## config.mk

```make
export PLATFORM = sky130hd
export DESIGN_NAME = div_issue_ctrl
export DESIGN_NICKNAME = d
export VERILOG_FILES = /design/src/rtl/div_pkg.sv /design/src/rtl/div_issue_ctrl.sv
export SDC_FILE = /design/constraint.sdc
export NUM_CORES = 1
export LEC_CHECK = 0
export BUFFER_PORTS_ARGS = -buffer_cell sky130_fd_sc_hd__buf_2
export CAP_MARGIN = 20
export CORE_MARGIN = 1
export CORE_UTILIZATION = 48
export CTS_BUF_LIST = sky130_fd_sc_hd__clkbuf_16
export DETAILED_ROUTE_END_ITERATION = 12
export PLACE_DENSITY = 0.76
export SYNTH_ARGS = -nofsm -noshare
export SYNTH_HDL_FRONTEND = slang
export SYNTH_SLANG_ARGS = --single-unit
```

## constraint.sdc

```tcl
create_clock -name clock -period 2.3 [get_ports clock]
set_input_delay 0.115 -clock clock [delete_from_list [all_inputs] [get_ports clock]]
set_output_delay 0.115 -clock clock [all_outputs]
set_load 0.05 [all_outputs]
```

## src/rtl/div_pkg.sv

```systemverilog
`default_nettype none
// ============================================================================
// Module   : div_pkg
// Purpose  : Shared types and constants for the divider issue controller:
//            FSM state encoding, default timeout, divide-by-zero quotient
//            and the bit positions of the packed divider result.
// Revision : 1.0 - initial release
// ============================================================================
package div_pkg;

    // Controller FSM states
    typedef enum logic [2:0] {
        ST_IDLE  = 3'd0,
        ST_START = 3'd1,
        ST_ARM   = 3'd2,
        ST_WAIT  = 3'd3,
        ST_RESP  = 3'd4
    } div_state_e;

    // Default number of ARM+WAIT cycles before giving up on the divider
    localparam int TIMEOUT_DEFAULT = 1024;

    // Quotient reported for a zero divisor (all ones)
    localparam logic [31:0] DBZ_QUOTIENT = 32'hFFFF_FFFF;

    // Field positions inside div_result = {remainder, quotient}
    localparam int QUOT_LSB = 0;
    localparam int QUOT_MSB = 31;
    localparam int REM_LSB  = 32;
    localparam int REM_MSB  = 63;

endpackage : div_pkg
`default_nettype wire

```

## src/rtl/div_issue_ctrl.sv

```systemverilog
`default_nettype none
// ============================================================================
// Module   : div_issue_ctrl
// Purpose  : Issues one signed 64/32 divide at a time to an external divider,
//            shortcuts divide-by-zero, ignores a stale done level left over
//            from the previous operation, and bounds the wait with a timeout.
// Revision : 1.0 - initial release
// ============================================================================
module div_issue_ctrl
    import div_pkg::*;
#(
    parameter int TIMEOUT = TIMEOUT_DEFAULT
) (
    input  logic        clock,
    input  logic        reset,
    // request side
    input  logic        req_valid,
    output logic        req_ready,
    input  logic [31:0] req_divisor,
    input  logic [63:0] req_dividend,
    input  logic [3:0]  req_tag,
    // divider side
    output logic [31:0] div_opera1,
    output logic [63:0] div_opera2,
    output logic        div_start,
    output logic        div_muordi,
    input  logic [63:0] div_result,
    input  logic        div_valid,
    // response side
    output logic        rsp_valid,
    input  logic        rsp_ready,
    output logic [31:0] rsp_quotient,
    output logic [31:0] rsp_remainder,
    output logic [3:0]  rsp_tag,
    output logic        rsp_dbz,
    output logic        rsp_timeout
);

    // Counter wide enough to reach TIMEOUT-1
    localparam int             CNT_W    = (TIMEOUT > 1) ? $clog2(TIMEOUT) : 1;
    localparam logic [CNT_W-1:0] CNT_LAST = CNT_W'(TIMEOUT - 1);

    div_state_e        state_q, state_d;
    logic              run_q;
    logic [31:0]       opa_q,   opa_d;
    logic [63:0]       opb_q,   opb_d;
    logic [3:0]        tag_q,   tag_d;
    logic [31:0]       quot_q,  quot_d;
    logic [31:0]       rem_q,   rem_d;
    logic              dbz_q,   dbz_d;
    logic              tmo_q,   tmo_d;
    logic [CNT_W-1:0]  cnt_q,   cnt_d;
    logic              accept;
    logic              cnt_done;

    assign accept   = req_valid && req_ready;
    assign cnt_done = (cnt_q == CNT_LAST);

    // State, holding and result registers; reset aborts any operation silently
    always_ff @(posedge clock or negedge reset) begin
        if (!reset) begin
            state_q <= ST_IDLE;
            run_q   <= 1'b0;
            opa_q   <= '0;
            opb_q   <= '0;
            tag_q   <= '0;
            quot_q  <= '0;
            rem_q   <= '0;
            dbz_q   <= 1'b0;
            tmo_q   <= 1'b0;
            cnt_q   <= '0;
        end else begin
            state_q <= state_d;
            run_q   <= 1'b1;
            opa_q   <= opa_d;
            opb_q   <= opb_d;
            tag_q   <= tag_d;
            quot_q  <= quot_d;
            rem_q   <= rem_d;
            dbz_q   <= dbz_d;
            tmo_q   <= tmo_d;
            cnt_q   <= cnt_d;
        end
    end

    // Next-state and datapath update for the issue sequence
    always_comb begin
        state_d = state_q;
        opa_d   = opa_q;
        opb_d   = opb_q;
        tag_d   = tag_q;
        quot_d  = quot_q;
        rem_d   = rem_q;
        dbz_d   = dbz_q;
        tmo_d   = tmo_q;
        cnt_d   = cnt_q;

        case (state_q)
            ST_IDLE: begin
                if (accept) begin
                    opa_d = req_divisor;
                    opb_d = req_dividend;
                    tag_d = req_tag;
                    if (req_divisor == 32'd0) begin
                        // Zero divisor never reaches the divider
                        quot_d  = DBZ_QUOTIENT;
                        rem_d   = req_dividend[31:0];
                        dbz_d   = 1'b1;
                        tmo_d   = 1'b0;
                        state_d = ST_RESP;
                    end else begin
                        state_d = ST_START;
                    end
                end
            end
            ST_START: begin
                cnt_d   = '0;
                state_d = ST_ARM;
            end
            ST_ARM: begin
                // A high done level here belongs to the previous operation
                if (cnt_done) begin
                    quot_d  = '0;
                    rem_d   = '0;
                    dbz_d   = 1'b0;
                    tmo_d   = 1'b1;
                    state_d = ST_RESP;
                end else begin
                    cnt_d = cnt_q + CNT_W'(1);
                    if (!div_valid) begin
                        state_d = ST_WAIT;
                    end
                end
            end
            ST_WAIT: begin
                // Completion wins over a timeout landing in the same cycle
                if (div_valid) begin
                    quot_d  = div_result[QUOT_MSB:QUOT_LSB];
                    rem_d   = div_result[REM_MSB:REM_LSB];
                    dbz_d   = 1'b0;
                    tmo_d   = 1'b0;
                    state_d = ST_RESP;
                end else if (cnt_done) begin
                    quot_d  = '0;
                    rem_d   = '0;
                    dbz_d   = 1'b0;
                    tmo_d   = 1'b1;
                    state_d = ST_RESP;
                end else begin
                    cnt_d = cnt_q + CNT_W'(1);
                end
            end
            ST_RESP: begin
                if (rsp_ready) begin
                    state_d = ST_IDLE;
                end
            end
            default: begin
                state_d = ST_IDLE;
            end
        endcase
    end

    // Outputs decoded from the current state and held registers
    always_comb begin
        req_ready  = run_q && (state_q == ST_IDLE);
        div_muordi = run_q;
        div_start  = (state_q == ST_START);
        if ((state_q == ST_START) || (state_q == ST_ARM) || (state_q == ST_WAIT)) begin
            div_opera1 = opa_q;
            div_opera2 = opb_q;
        end else begin
            div_opera1 = '0;
            div_opera2 = '0;
        end
        rsp_valid     = (state_q == ST_RESP);
        rsp_quotient  = quot_q;
        rsp_remainder = rem_q;
        rsp_tag       = tag_q;
        rsp_dbz       = dbz_q;
        rsp_timeout   = tmo_q;
    end

endmodule : div_issue_ctrl
`default_nettype wire

```

## Yosys cells after proc, flatten, opt, wreduce, memory -nomap -nowiden

Cells that the tools add are included.

- Register bits after elaboration: 180
- Input bits: 169
- Output and inout bits: 170
- Word-level logic and storage cells: 67

- Add/sub/neg operators: 1
- Equality and inequality tests: 11
- Muxes and demuxes: 33
- Reductions and logical operators: 12

Operator list:

| kind | number |
|---|---|
| $mux W32 | 9 |
| $pmux W32 S3 | 2 |
| $mux W64 | 1 |
| $logic_not A32 Y1 | 1 |
| $pmux W10 S3 | 1 |
| $mux W3 | 7 |
| $mux W10 | 2 |
| $pmux W3 S5 | 1 |
| $add A10 B1 Y10 const B | 1 |
| $eq A10 B10 Y1 const B | 1 |
| $mux W1 | 8 |
| $eq A3 B2 Y1 const B | 2 |
| $ne A2 B2 Y1 const B | 3 |
| $ne A3 B3 Y1 const B | 2 |
| $pmux W1 S3 | 2 |
| $reduce_bool A3 Y1 | 2 |
| $reduce_and A2 Y1 | 2 |
| $reduce_and A4 Y1 | 1 |
| $eq A3 B1 Y1 const B | 1 |
| $eq A3 B3 Y1 const B | 1 |
| $logic_not A3 Y1 | 1 |
| $reduce_and A3 Y1 | 1 |
| $logic_and A1 B1 Y1 | 2 |
| $logic_or A1 B1 Y1 | 2 |
| $ne A2 B1 Y1 const B | 1 |

## Depth between registers and ports, before layout

- Word-level depth: 5
- Mapped depth: 7
- Mapped depth without buffers: 6

## Worst setup path after synthesis

Ideal clock, no wire load.

- Kind: register to register
- Start: register run_q (netlist: div_muordi)
- End: register tag_q[0] (netlist: rsp_tag[0])
- Setup time: 0.118 ns
- Arrival: 2.506 ns
- Required time: 2.182 ns
- Path slack: -0.323 ns
- Cell stages (with the launch flop): 7
- Path buffers: 2
- Cell sequence: dfrtp_1 -> nor4b_2 -> nand2_1 -> clkbuf_1 -> clkbuf_1 -> nand2_1 -> nand2_1

- Cells in the longest elaborated chain, start to end: 3

RTL lines:

| what | line | text |
|---|---|---|
| from (decl) | div_issue_ctrl.sv:44 | `logic run_q;` |
| from (signal assigned) | div_issue_ctrl.sv:63 | `run_q <= 1'b0;` |
| from (signal assigned) | div_issue_ctrl.sv:74 | `run_q <= 1'b1;` |
| $logic_and A1 B1 Y1 | div_issue_ctrl.sv:166 | `req_ready = run_q && (state_q == ST_IDLE);` |
| via req_ready | div_issue_ctrl.sv:18 | `output logic req_ready,` |
| $logic_and A1 B1 Y1 | div_issue_ctrl.sv:56 | `assign accept = req_valid && req_ready;` |
| $reduce_and A2 Y1 (no source line) | -- |  |
| to (signal assigned) | div_issue_ctrl.sv:77 | `tag_q <= tag_d;` |
| to (decl) | div_issue_ctrl.sv:47 | `logic [3:0] tag_q, tag_d;` |

The timed path passes the listed nets, and every way through them passes these cells.
A chain may end at the register's enable or synchronous reset.

## Worst setup path after layout

- Start: register state_q[1]
- End: output port div_opera2[0]

- Cells in the longest elaborated chain, start to end: 4

RTL lines:

| what | line | text |
|---|---|---|
| from (decl) | div_issue_ctrl.sv:43 | `div_state_e state_q, state_d;` |
| from (signal assigned) | div_issue_ctrl.sv:73 | `state_q <= state_d;` |
| $eq A3 B1 Y1 or $eq A3 B2 Y1 (tied branches) | div_issue_ctrl.sv:169 | `if ((state_q == ST_START) \|\| (state_q == ST_ARM) \|\| (state_q == ST_WAIT)) begin` |
| $logic_or A1 B1 Y1 | div_issue_ctrl.sv:169 |  |
| $logic_or A1 B1 Y1 * | div_issue_ctrl.sv:169 |  |
| $mux W64 * | div_issue_ctrl.sv:169 |  |
| to (decl) | div_issue_ctrl.sv:24 | `output logic [63:0] div_opera2,` |

Every way passes the cells marked *; elsewhere a longest branch is shown, timed or not.

==> results.md <==
* Detail Placement HPWL at 15.3 mm
* Setup Fix Bufs, Post-CTS at 0
* Initial DRT Pass Iterations at 6
* Final setup viols at 0
* Leak Pwr at 6.49 nW
* Predominant post-synthesis flop cell: dfrtp_1
* Root Buffer: clkbuf_16
* Main combinational cell family by area after synthesis: simple AND/OR/NAND/NOR gates
* Synth top area share at 55.8%
* Iter 0 DRT Violations at 595
* Avg Cell Area, Syn at 9.52 µm²
* Share of layout cells above drive strength 1 at 30.3%
* Effective utilization at floorplan at 48.9%
* Input/output buffers at 338
* Clock Path Buffers at 2
* Die H at 132 µm
* CTS tree: built
* Rel. slew slack at 61.5%
* Adder-Cell Fraction of Synth Area at 0.155%
* Pwr/cell area at 1630 nW/µm²
* Tcrit/Tclk final at 95.5%
* Maximum VDD drop at 1.32 mV
* Worst Hold Class: input pin to register
* Area Overhead vs Synth at 52.4%
* Die Span X at 132 µm
* Util after Layout at 74.5%
* Post-synth EDFFs at 0
* P_int at 0.00941 W
* Tmin final at 2.20 ns
* Max Clk Rate at 455 MHz
* Synth top area cells: dfrtp_1 56%, nand2_1 14%, and2_1 7.6%
* Worst Path Required at 2.18 ns
* First-pass GRT wire length at 43.3 mm
* Total GRT Usage at 31.8%
* XOR/XNOR share of the synthesized area at 0.868%
* CP Launch Type: register
* GPL Wtd Cong at 0.801
* Warnings from Yosys at 0
* Largest area contributor in the netlist: dfrtp_1
* Count of cell types in the netlist at 41
* Comb pwr share at 57.4%
* Clock Skews at 0.0133 ns
* TritonCTS Buffers at 17
* Fin Setup TNS at 0 ns
* Global route total overflow at 0
* Pin count of the biggest net entering global routing at 94
* CP max FO at 24
* WP data arrival at 2.08 ns
* Final max-slew violation count at 0
* Worst-Margin Slew at 0.577 ns
* Remaining DRCs at 0
* Synth Cell Area at 8070 µm²
* Reg power frac at 27.7%
* Synth Register Bits at 180
* Die area at 17300 µm²
* Post-Syn Nets at 1018
* Most frequent cell after synthesis: nand2_1
* Core Box Area at 16500 µm²
* # rows at 47
* # fillers at 1089
* DR vias at 8337
* Final Hold Viols at 0
* Nets at 1504
* ANT nets after route at 0
* Mux cell area share after synthesis at 0%
* Number of global-route vias before repair at 8593
* Max Cap Violations at 0
* CTS clk-pin slew, worst paths at 0.07 ns
* Clk sink count at 180
* RSZ-0062 raised after global routing: false
* Vias per inst at 5.32
* Sw power at 0.0106 W
* Simple-Gate Fraction of Synth Area at 25.3%
* Crit path kind: register to output port
* # IOs at 339
* PnR Total Power at 0.0200 W
* Switching Share at 53.0%
* Synth cell count leaders: 309 x nand2_1, 180 x dfrtp_1, 98 x and2_1
* H-tree levels at 4
* Synth async-reset ratio at 100%
* Seq/Total Area, Yosys at 55.8%
* Synth Area in Compound Gates at 12.8%
* Mapped Cells at 848
* Skew-Pair Late Insertion Delay at 0.43 ns
* Post-Route WL at 26.9 mm
* Initial antenna violation count at 2
* Status: finished, final reports clean
* Clock network power share at 14.9%
* Avg WL per Cell at 17.2 µm
* Crit end category: output port
cells by family (layout without fill, tap and decap cells):
logic type,after synthesis,count (layout)
flops,180,180
compound gates,114,114
simple gates,452,452
other cells,1,3
fa+ha+maj,1,1
xor+xnor,8,8
buf+inv,92,590
flip-flops by register name (all words and copies together), names as in the netlist:
name / flops
rsp_timeout: 1
rsp_remainder: 32
opb_q: 64
opa_q: 32
rsp_dbz: 1
div_muordi: 1
rsp_tag: 4
rsp_quotient: 32
state_q: 3
cnt_q: 10
placed cells by master (no fill, tap or decap), drive strengths merged, types with 2 or more instances in the layout:
| cell | synthesis | final |
|---|---|---|
| buf | 25 | 358 |
| nand2 | 309 | 309 |
| dfrtp | 180 | 180 |
| dlygate4sd3 | 0 | 166 |
| and2 | 98 | 98 |
| inv | 35 | 43 |
| a221o | 32 | 32 |
| a22oi | 32 | 32 |
| o221ai | 32 | 32 |
| clkbuf | 32 | 17 |
| nor2 | 13 | 13 |
| nor4 | 8 | 8 |
| a21oi | 8 | 8 |
| nand4 | 7 | 7 |
| xnor2 | 7 | 7 |
| and3 | 3 | 3 |
| a211oi | 3 | 3 |
| bufinv | 0 | 3 |
| clkinv | 0 | 3 |
| diode | 0 | 2 |
| nand2b | 2 | 2 |
| nor2b | 2 | 2 |
| nand3 | 2 | 2 |
| o31ai | 2 | 2 |
| nor3b | 2 | 2 |
area by class of cell:
cell class | count | area (µm²) | area share [%]
multi-input combinational | 576 | 3200 | 26.0
clock inverter | 14 | 175 | 1.42
inverter | 35 | 131 | 1.07
sequential | 180 | 4500 | 36.6
clock buffer | 17 | 425 | 3.46
timing repair buffer | 524 | 3590 | 29.2
antenna | 2 | 5.00 | 0.0407
tap | 220 | 275 | 2.24
worst paths after layout:
path                       startpoint       endpoint  slack, ns  cells after the start
max reg2reg                state_q[0]      opb_q[51]       0.30                      5
min in group asynchronous       reset     rsp_tag[3]       0.08                      2
min reg2reg                 opb_q[55]      opb_q[55]       0.47                      2
max in group asynchronous       reset     div_muordi       1.49                      3
min                         rsp_ready     state_q[2]       0.04                      3
max                        state_q[1]  div_opera2[0]       0.10                      5
stage by stage:
stage,instance area (µm²),setup WS [ns],cells,hold WS (ns)
2_1_floorplan,8090,0.0672,848,-0.181
3_3_place_gp,10000,0.352,1369,-0.0404
3_5_place_dp,10000,0.317,1369,-0.0391
4_1_cts,12300,0.0417,1566,0.0265
5_1_grt,12300,0.0000893,1568,0.0506
6_report,12300,0.104,1568,0.0404
worst max-delay path, stage by stage, from the launching register on:
cell	delay (ns)
dfrtp_1	0.41
buf_4	0.23
o21ba_2	0.29
buf_6	0.24
and2_1	0.20
buf_2	0.28
power by group through the flow:
stage          clock network (W)  logic (W)  registers (W)
2_1_floorplan                  0    0.00646        0.00735
3_3_place_gp                   0     0.0109        0.00543
3_5_place_dp                   0     0.0110        0.00547
4_1_cts                  0.00305     0.0113        0.00545
5_1_grt                  0.00317     0.0121        0.00569
6_report                 0.00299     0.0115        0.00554
metal layers:
layer  up-vias  wire length [µm]  track usage [%]
li1       3790                 -                -
met1      3939             10300             37.3
met2       503             13200             53.9
met3       105              2150             7.91
met4         0              1200             16.5
met5         -                 0                0
repair_timing:
action | in CTS | in global routing
hold endpoints to repair | 345 | 0
hold buffers | 166 | 0
setup endpoints to repair | 0 | 43
resized for setup | 0 | 4
Power figures use the tool's default switching activity.
